### config.mk
export PLATFORM = sky130hd
export DESIGN_NAME = audio_dac_feeder
export DESIGN_NICKNAME = d
export VERILOG_FILES = /design/src/rtl/audio_pkg.sv /design/src/rtl/audio_sample_fifo.sv /design/src/rtl/audio_dac_feeder.sv
export SDC_FILE = /design/constraint.sdc
export NUM_CORES = 2
export LEC_CHECK = 0
export BUFFER_PORTS_ARGS = -buffer_cell sky130_fd_sc_hd__buf_2
export CAP_MARGIN = 20
export CORE_MARGIN = 1
export CORE_UTILIZATION = 66
export CTS_BUF_LIST = sky130_fd_sc_hd__clkbuf_8 sky130_fd_sc_hd__clkbuf_16
export CTS_CLUSTER_DIAMETER = 150
export DETAILED_ROUTE_END_ITERATION = 16
export PLACE_DENSITY_LB_ADDON = 0.12
export SYNTH_ARGS = -nofsm -noshare
export SYNTH_HDL_FRONTEND = slang
export SYNTH_SLANG_ARGS = --single-unit
### constraint.sdc
create_clock -name clk_i -period 5.6 [get_ports clk_i]
set_input_delay 1.12 -clock clk_i [delete_from_list [all_inputs] [get_ports clk_i]]
set_output_delay 1.12 -clock clk_i [all_outputs]
set_load 0.01 [all_outputs]
### src/rtl/audio_pkg.sv
// Shared types and constants for the audio DAC feeder path.
package audio_pkg;

  // Default audio word length, matching the codec controller.
  localparam int unsigned DefaultWl = 32;

  // Feeder playback state.
  typedef enum logic {
    StFill = 1'b0,
    StPlay = 1'b1
  } feed_state_e;

  // Word presented to the codec when nothing valid is available.
  localparam logic [DefaultWl-1:0] Silence = '0;

endpackage

### src/rtl/audio_sample_fifo.sv
// Single-clock sample FIFO with explicit occupancy counter and synchronous flush.
module audio_sample_fifo #(
  parameter int unsigned WL         = 32,
  parameter int unsigned DEPTH_LOG2 = 6
) (
  input  logic                  clk_i,
  input  logic                  rst_ni,
  input  logic                  flush_i,
  input  logic                  push_i,
  input  logic [WL-1:0]         data_i,
  input  logic                  pop_i,
  output logic [WL-1:0]         data_o,
  output logic [DEPTH_LOG2:0]   level_o,
  output logic                  full_o,
  output logic                  empty_o
);

  localparam int unsigned Depth = 2 ** DEPTH_LOG2;
  localparam logic [DEPTH_LOG2:0] DepthLvl = (DEPTH_LOG2 + 1)'(Depth);

  logic [WL-1:0]         mem_q [Depth];
  logic [DEPTH_LOG2-1:0] wr_ptr_q, wr_ptr_d;
  logic [DEPTH_LOG2-1:0] rd_ptr_q, rd_ptr_d;
  logic [DEPTH_LOG2:0]   level_q, level_d;
  logic                  do_push, do_pop;

  assign full_o  = (level_q == DepthLvl);
  assign empty_o = (level_q == '0);
  assign level_o = level_q;
  assign data_o  = mem_q[rd_ptr_q];

  // Overflowing pushes and underflowing pops are dropped here as a safety net.
  assign do_push = push_i & ~full_o;
  assign do_pop  = pop_i & ~empty_o;

  // Next-state for pointers and occupancy; pointers wrap modulo depth.
  always_comb begin
    wr_ptr_d = wr_ptr_q;
    rd_ptr_d = rd_ptr_q;
    level_d  = level_q;
    if (do_push) wr_ptr_d = wr_ptr_q + 1'b1;
    if (do_pop)  rd_ptr_d = rd_ptr_q + 1'b1;
    case ({do_push, do_pop})
      2'b10:   level_d = level_q + 1'b1;
      2'b01:   level_d = level_q - 1'b1;
      default: level_d = level_q;
    endcase
  end

  // Pointer and occupancy registers; reset and flush both empty the FIFO.
  always_ff @(posedge clk_i) begin
    if (!rst_ni || flush_i) begin
      wr_ptr_q <= '0;
      rd_ptr_q <= '0;
      level_q  <= '0;
    end else begin
      wr_ptr_q <= wr_ptr_d;
      rd_ptr_q <= rd_ptr_d;
      level_q  <= level_d;
    end
  end

  // Sample storage; contents need no reset since occupancy guards reads.
  always_ff @(posedge clk_i) begin
    if (rst_ni && !flush_i && do_push) begin
      mem_q[wr_ptr_q] <= data_i;
    end
  end

endmodule

### src/rtl/audio_dac_feeder.sv
// Elastic buffer feeding the codec controller's dac_data, one word per tx_done.
module audio_dac_feeder
  import audio_pkg::*;
#(
  parameter int unsigned WL         = DefaultWl,
  parameter int unsigned DEPTH_LOG2 = 6,
  parameter int unsigned PREFILL    = 16
) (
  input  logic                clk_i,
  input  logic                rst_ni,
  input  logic                enable_i,
  input  logic [WL-1:0]       s_data_i,
  input  logic                s_valid_i,
  output logic                s_ready_o,
  input  logic                tx_done_i,
  output logic [WL-1:0]       dac_data_o,
  output logic [DEPTH_LOG2:0] level_o,
  output logic                playing_o,
  output logic [15:0]         underrun_cnt_o
);

  localparam logic [DEPTH_LOG2:0] PrefillLvl = (DEPTH_LOG2 + 1)'(PREFILL);

  feed_state_e   state_q, state_d;
  logic [WL-1:0] dac_data_q, dac_data_d;
  logic [15:0]   underrun_cnt_q, underrun_cnt_d;

  logic          fifo_full, fifo_empty, push, pop;
  logic [WL-1:0] fifo_head;
  logic [DEPTH_LOG2:0] fifo_level;

  // Ready comes from registered occupancy only; held low while in reset.
  assign s_ready_o = rst_ni & enable_i & ~fifo_full;
  assign push      = s_valid_i & s_ready_o;

  audio_sample_fifo #(
    .WL         (WL),
    .DEPTH_LOG2 (DEPTH_LOG2)
  ) u_fifo (
    .clk_i   (clk_i),
    .rst_ni  (rst_ni),
    .flush_i (~enable_i),
    .push_i  (push),
    .data_i  (s_data_i),
    .pop_i   (pop),
    .data_o  (fifo_head),
    .level_o (fifo_level),
    .full_o  (fifo_full),
    .empty_o (fifo_empty)
  );

  // Feeder FSM: prefill, then one pop per tx_done; an empty FIFO at tx_done is an underrun.
  always_comb begin
    state_d        = state_q;
    dac_data_d     = dac_data_q;
    underrun_cnt_d = underrun_cnt_q;
    pop            = 1'b0;
    if (!enable_i) begin
      state_d    = StFill;
      dac_data_d = WL'(Silence);
    end else begin
      unique case (state_q)
        StFill: begin
          dac_data_d = WL'(Silence);
          if (fifo_level >= PrefillLvl) state_d = StPlay;
        end
        StPlay: begin
          if (tx_done_i) begin
            if (!fifo_empty) begin
              pop        = 1'b1;
              dac_data_d = fifo_head;
            end else begin
              dac_data_d = WL'(Silence);
              state_d    = StFill;
              if (underrun_cnt_q != 16'hFFFF) underrun_cnt_d = underrun_cnt_q + 16'd1;
            end
          end
        end
        default: state_d = StFill;
      endcase
    end
  end

  // State, output word and underrun counter registers.
  always_ff @(posedge clk_i) begin
    if (!rst_ni) begin
      state_q        <= StFill;
      dac_data_q     <= '0;
      underrun_cnt_q <= '0;
    end else begin
      state_q        <= state_d;
      dac_data_q     <= dac_data_d;
      underrun_cnt_q <= underrun_cnt_d;
    end
  end

  assign dac_data_o     = dac_data_q;
  assign level_o        = fifo_level;
  assign playing_o      = (state_q == StPlay);
  assign underrun_cnt_o = underrun_cnt_q;

endmodule

## Yosys cells after proc, flatten, opt, wreduce, memory -nomap -nowiden

Memory sizes are Yosys's and may differ from the RTL's. A register that Yosys moved wholly into a read port is not among the register bits.
Cells that the tools add are included.

| operators by class | value |
|---|---|
| $add $sub $neg | 5 |
| $lt $le $gt $ge | 1 |
| equal/unequal tests | 5 |
| muxes and demuxes | 15 |
| bitwise logic cells | 9 |
| reductions and logical operators | 8 |

Operator list:

| cell | count |
|---|---|
| two-way mux 32 bit | 2 |
| one-hot mux 32 bit (2 select lines) | 1 |
| adder 16 x 1 -> 16 bit, second input constant | 1 |
| inequality test 16 bit, second input constant | 1 |
| one-hot mux 7 bit (2 select lines) | 1 |
| adder 6 x 1 -> 6 bit, second input constant | 2 |
| two-way mux 6 bit | 2 |
| two-way mux 1 bit | 8 |
| adder 7 x 1 -> 7 bit, second input constant | 1 |
| == test 7 bit, second input constant | 1 |
| greater-or-equal comparator 7 x 5 -> 1 bit, second input constant | 1 |
| zero test 7 bit | 1 |
| subtractor 7 x 1 -> 7 bit, second input constant | 1 |
| AND 1 bit | 5 |
| AND reduction 5 bit | 1 |
| NOT 1 bit | 4 |
| == test 2 x 1 -> 1 bit, second input constant | 1 |
| == test 2 bit, second input constant | 1 |
| logical AND 1 bit | 2 |
| inequality test 2 bit, second input constant | 1 |
| one-hot mux 1 bit (2 select lines) | 1 |
| AND reduction 2 bit | 1 |
| nonzero test 2 bit | 1 |
| zero test 1 bit | 1 |
| logical OR 1 bit | 1 |

| word-level totals | value |
|---|---|
| flip-flop bits (word level) | 68 |
| memory bits (writable) | 2048 |
| input port bits | 37 |
| output and inout bits | 57 |
| word-level logic and storage cells | 50 |
| memories | 1 |

Memories:

| name | depth | width | rd ports | clocked after memory_dff | write ports | RTL line | source |
|---|---|---|---|---|---|---|---|
| u_fifo.mem_q | 64 | 32 | 1 | 1 | 1 | audio_sample_fifo.sv:21 | `logic [WL-1:0] mem_q [Depth];` |

## Longest topological paths before layout

| depth | value |
|---|---|
| depth after elaboration | 8 |
| gate-level depth with buffers | 13 |
| depth with buffers taken out | 12 |

## Modules after synthesis

A second synthesis with hierarchy kept.

| second synthesis, totals | value |
|---|---|
| cells, all modules | 3624 |
| area, all modules | 80896.3 µm² |

Modules (own cells, without submodules):

| module | times used | cells each | area an instance (µm²) | sequential area each (µm²) |
|---|---|---|---|---|
| audio_sample_fifo | 1 | 3406 | 78945.7 | 61999.5 |
| audio_dac_feeder | 1 | 218 | 1950.6 | 980.9 |

## Worst setup path after synthesis

OpenSTA, ideal clock, no wires.

| timing | value |
|---|---|
| path kind | input to register |
| start | input rst_ni |
| end | memory u_fifo.mem_q[63][0] (enable) |
| setup time | 0.421 ns |
| arrival time | 3.540 ns |
| required time | 5.179 ns |
| path slack | 1.639 ns |
| stages | 6 |
| buffers on the path | 1 |
| cells stage by stage | nand2_1 a311oi_2 and2_0 clkbuf_1 nand3_2 nor2_1 |

| between the ends | value |
|---|---|
| cells in the longest elaborated chain, start to end | 7 |
| elaborated cells on any way between the ends | 8 |
| classes of those cells | 2 x mux; 4 x bitwise; 2 x reduce/logical |

Ends and longest elaborated chain:

| item | RTL line | source |
|---|---|---|
| from (decl) | audio_dac_feeder.sv:10 | `input logic rst_ni,` |
| AND 1 bit (2 in series) | audio_dac_feeder.sv:33 | `assign s_ready_o = rst_ni & enable_i & ~fifo_full;` |
| AND 1 bit | audio_dac_feeder.sv:34 | `assign push = s_valid_i & s_ready_o;` |
| AND 1 bit | audio_sample_fifo.sv:33 | `assign do_push = push_i & ~full_o;` |
| logical AND 1 bit * | audio_sample_fifo.sv:65 | `if (rst_ni && !flush_i && do_push) begin` |
| two-way mux 1 bit * | audio_sample_fifo.sv:65 |  |
| two-way mux 1 bit (implied by the code) * | audio_sample_fifo.sv:66 | `mem_q[wr_ptr_q] <= data_i;` |
| to (decl) | audio_sample_fifo.sv:21 |  |

Mark *: on every way between the ends. The rest lies on a longest branch, timed or not.

## Worst setup path after layout

| timing | value |
|---|---|
| start | input enable_i |
| end | memory u_fifo.mem_q[33][12] (enable) |

| between the ends | value |
|---|---|
| cells in the longest elaborated chain, start to end | 7 |
| elaborated cells on any way between the ends | 8 |
| classes of those cells | 2 x mux; 4 x bitwise; 2 x reduce/logical |

Ends and longest elaborated chain:

| item | RTL line | source |
|---|---|---|
| from (decl) | audio_dac_feeder.sv:11 | `input logic enable_i,` |
| AND 1 bit (2 in series) | audio_dac_feeder.sv:33 |  |
| AND 1 bit | audio_dac_feeder.sv:34 |  |
| AND 1 bit | audio_sample_fifo.sv:33 |  |
| logical AND 1 bit * | audio_sample_fifo.sv:65 |  |
| two-way mux 1 bit * | audio_sample_fifo.sv:65 |  |
| two-way mux 1 bit (implied by the code) * | audio_sample_fifo.sv:66 |  |

Marked as above.

==> results.sh <==
export IMPL_outcome="finished, final reports clean"
export IMPL_tightestPinTransition_ns=1.10
export IMPL_min_path_cells=1
export IMPL_routed_wl_um=223000
export IMPL_startpoint="enable_i"
export IMPL_fp_dieW_um=353
export IMPL_fmax_mhz=248
export IMPL_cp_common_cell="nand2_1"
export IMPL_dp_hpwl_um=134000
export IMPL_slowest_stage="nor2_4"
export IMPL_ant_nets=0
export IMPL_end_kind="flip-flop"
export IMPL_crit_arrival_ns=4.55
export IMPL_startpoint_type="input port"
export IMPL_hold_viol_final=0
export IMPL_tns_ns=0
export IMPL_die_h_um=353
export IMPL_critPathMaxStageDelay_ns=1.02
export IMPL_p_leak_nw=28.1
export IMPL_rrSetupSlack_ns=1.58
export IMPL_ctsResizeCount=0
export IMPL_final_common_cell="edfxtp_1"
export IMPL_rsz0062_at_grt="no"
export IMPL_r2r_end="u_fifo.mem_q[33][12]"
export IMPL_p_sw_share_pct=19.8
export IMPL_crit_buf_inv=3
export IMPL_instances_no_fill=5836
export IMPL_num_rows=128
export IMPL_cts_root_buf="clkbuf_16"
export IMPL_gp_congestion=0.917
export IMPL_first_pass_iters=9
export IMPL_fill_cells=6538
export IMPL_fin_crit_ns=4.03
export IMPL_netlist_area_sq_um=81400
export IMPL_postSynth_asyncResetShare_pct=0
export IMPL_avgSynthCellArea_sq_um=21.5
export IMPL_yosysWarnings=0
export IMPL_clock_latency_ns=0.85
export IMPL_initial_core_util_pct=66.7
export IMPL_min_from="underrun_cnt_o[12]"
export IMPL_synth_cell_types=74
export IMPL_cts_tree="yes"
export IMPL_core_area_sq_um=122000
export IMPL_cts_sinks=2122
export IMPL_slew_viol_final=0
export IMPL_syn_inst=3790
export IMPL_post_route_period_util_pct=71.9
export IMPL_pwr_share_seq_pct=56.3
export IMPL_dr_total_vias=42600
export IMPL_min_path_type="flip-flop to flip-flop"
export IMPL_final_area_sq_um=91400
export IMPL_ys_seq_elements=2122
export IMPL_drive_above_1_share_pct=26.8
export IMPL_clock_path_buffers=3
export IMPL_io_pins=94
export IMPL_dpl_cell_area_sq_um=84900
export IMPL_syn2layout_area_growth_pct=12.2
export IMPL_drc_errors=0
export IMPL_cts_buffers=196
export IMPL_wl_per_cell_um=38.2
export IMPL_grt_antenna_before_repair=21
export IMPL_synth_nets=3837
export IMPL_nets=4089
export IMPL_r2r_cells=7
export IMPL_dieArea_sq_um=125000
export IMPL_dominantRegCellSynth="edfxtp_1"
export IMPL_post_place_ws_ns=0.759
export IMPL_finClkSkew_ns=0.0351
export IMPL_required_ns=6.12
export IMPL_setup_viol=0
export IMPL_final_cell_mix="edfxtp_1, mux4_2, clkbuf_16"
export IMPL_p_clk_share_pct=42.5
export IMPL_postCtsSetupRepairBufs=0
export IMPL_grt_pass1_wl_um=314000
export IMPL_grt_max_degree=120
export IMPL_grt_usage_pct=36.3
export IMPL_slew_limit_headroom_pct=26.7
export IMPL_dp_cells=5460
export IMPL_grt_pass1_vias=41700
export IMPL_ctsHoldBuffers=0
export IMPL_irDropWorstVdd_mv=0.389
export IMPL_maxCapViolations=0
export IMPL_power_density_nw_per_um2=338
export IMPL_p_sw_w=0.00611
export IMPL_drt_iter0_drc=6883
export IMPL_grt_overflow=0
export IMPL_path_cells="buf_2 > nand2_1 > a311oi_2 > inv_1 > nor2_1 > nand2_1 > nor2_4 > buf_4"
export IMPL_power_frac_comb_pct=1.2
export IMPL_finalWorstSetupSlack_ns=1.57
export IMPL_worstSetupPathType="input port to flip-flop"
export IMPL_clk_pin_slew_worst_paths_ns=0.06
export IMPL_critPathMaxFanout=23
export IMPL_cp_top_family="simple AND/OR/NAND/NOR gates"
export IMPL_r2r_start="u_fifo.level_o[4]"
export IMPL_holdPathEnd="underrun_cnt_o[12]"
export IMPL_htree_levels=4
export IMPL_synth_edf_count=2048
export IMPL_p_int_w=0.0248
export IMPL_synth_seq_area_share_pct=77.3
export IMPL_io_buffers=93
export IMPL_viasPerCell=7.30
==> cells in the mapped netlist, types with 4 or more instances <==
cell type | instances | area share [%]
nand3_1 | 61 | 0.37
nor2b_1 | 22 | 0.17
mux2i_1 | 101 | 1.2
inv_1 | 14 | 0.065
and2_1 | 11 | 0.085
a22oi_1 | 39 | 0.36
xnor2_1 | 15 | 0.16
clkbuf_1 | 38 | 0.18
edfxtp_1 | 2048 | 76
buf_2 | 78 | 0.48
buf_1 | 17 | 0.078
a31oi_1 | 20 | 0.15
nor3b_1 | 4 | 0.037
and4_1 | 6 | 0.065
a21oi_1 | 34 | 0.21
nor4_1 | 9 | 0.069
a32oi_1 | 12 | 0.13
mux2_2 | 17 | 0.24
o2111ai_1 | 5 | 0.054
nor2_1 | 139 | 0.64
nand2b_1 | 10 | 0.077
and3_1 | 9 | 0.069
o21ai_0 | 31 | 0.19
nand4_1 | 15 | 0.12
o221ai_1 | 5 | 0.054
a211o_1 | 6 | 0.065
o211ai_1 | 10 | 0.092
buf_4 | 50 | 0.46
buf_6 | 12 | 0.17
nand2_1 | 170 | 0.78
a221oi_1 | 14 | 0.15
ha_1 | 9 | 0.14
mux4_2 | 504 | 14
or3_1 | 4 | 0.031
xor2_1 | 9 | 0.097
a311oi_1 | 6 | 0.065
nor3_1 | 27 | 0.17
dfxtp_1 | 74 | 1.8
o22ai_1 | 67 | 0.51
a211oi_1 | 19 | 0.18
==> sequential cells by signal (all words and copies together) (netlist names), named ones only <==
register / flops
dac_data_o: 32
playing_o: 1
u_fifo.level_o: 7
u_fifo.mem_q: 2048
u_fifo.rd_ptr_q: 6
u_fifo.wr_ptr_q: 6
underrun_cnt_o: 16
==> worst reg2reg max path: cells and delay by family, from the launching register on <==
kind	cells	cell delay (ns)
AO/OA/AOI/OAI	1	0.56
buffers and inverters	2	0.50
flip-flops	1	0.43
AND/OR/NAND/NOR	4	2.24
==> metal layers <==
metal	global-route usage [%]	wire [um]
met5	0	138
met4	13.4	8920
met3	11.1	31200
met2	54.8	105000
met1	51.1	78400
==> per-stage QoR <==
step	utilization [%]	hold WS (ns)	power [W]
floorplan	-	0.463	0.0178
global placement	69.2	0.500	0.0181
detailed placement	69.6	0.531	0.0181
CTS	74.7	0.493	0.0309
global route	74.9	0.524	0.0315
finish	74.9	0.537	0.0309
==> power groups by stage <==
stage	clock, W	combinational, W	sequential (W)
6_report	0.0131	0.000371	0.0174
5_1_grt	0.0137	0.000382	0.0174
4_1_cts	0.0131	0.000360	0.0174
3_5_place_dp	0	0.000360	0.0177
3_3_place_gp	0	0.000335	0.0177
2_1_floorplan	0	0.0000304	0.0177
==> cell type report <==
type	instances	area [sq um]	area share [%]
Clock buffer	200	5000	5.48
Multi-Input combinational cell	1454	17700	19.4
Tap cell	1625	2030	2.22
Timing Repair Buffer	251	2270	2.49
Antenna cell	6	15.0	0.0164
Clock inverter	161	1250	1.37
Inverter	17	65.1	0.0712
Sequential cell	2122	63000	68.9
==> worst max-delay path by stage <==
| stage | to | slack, ns | cells after the start |
|---|---|---|---|
| detailed placement | u_fifo.mem_q[8][12] | 0.76 | 8 |
| CTS | u_fifo.mem_q[8][2] | 1.58 | 7 |
| floorplan | u_fifo.mem_q[63][0] | 1.64 | 6 |
| global route | u_fifo.mem_q[8][12] | 1.45 | 7 |
| finish | u_fifo.mem_q[33][12] | 1.57 | 8 |
| global placement | u_fifo.mem_q[8][3] | 0.88 | 8 |
==> logic make-up (layout without fill, tap and decap cells) <==
| logic type | Yosys count | count (layout) | share of synthesized area, % |
|---|---|---|---|
| compound gates | 294 | 294 | 2.50 |
| xor+xnor | 24 | 24 | 0.258 |
| fa+ha+maj | 10 | 10 | 0.163 |
| buf+inv | 214 | 629 | 1.48 |
| flops | 2122 | 2122 | 77.3 |
| mux | 622 | 622 | 15.4 |
| other cells | 0 | 6 | 0 |
| simple gates | 504 | 504 | 2.85 |
Note: power is estimated with default switching activity, not from simulation.
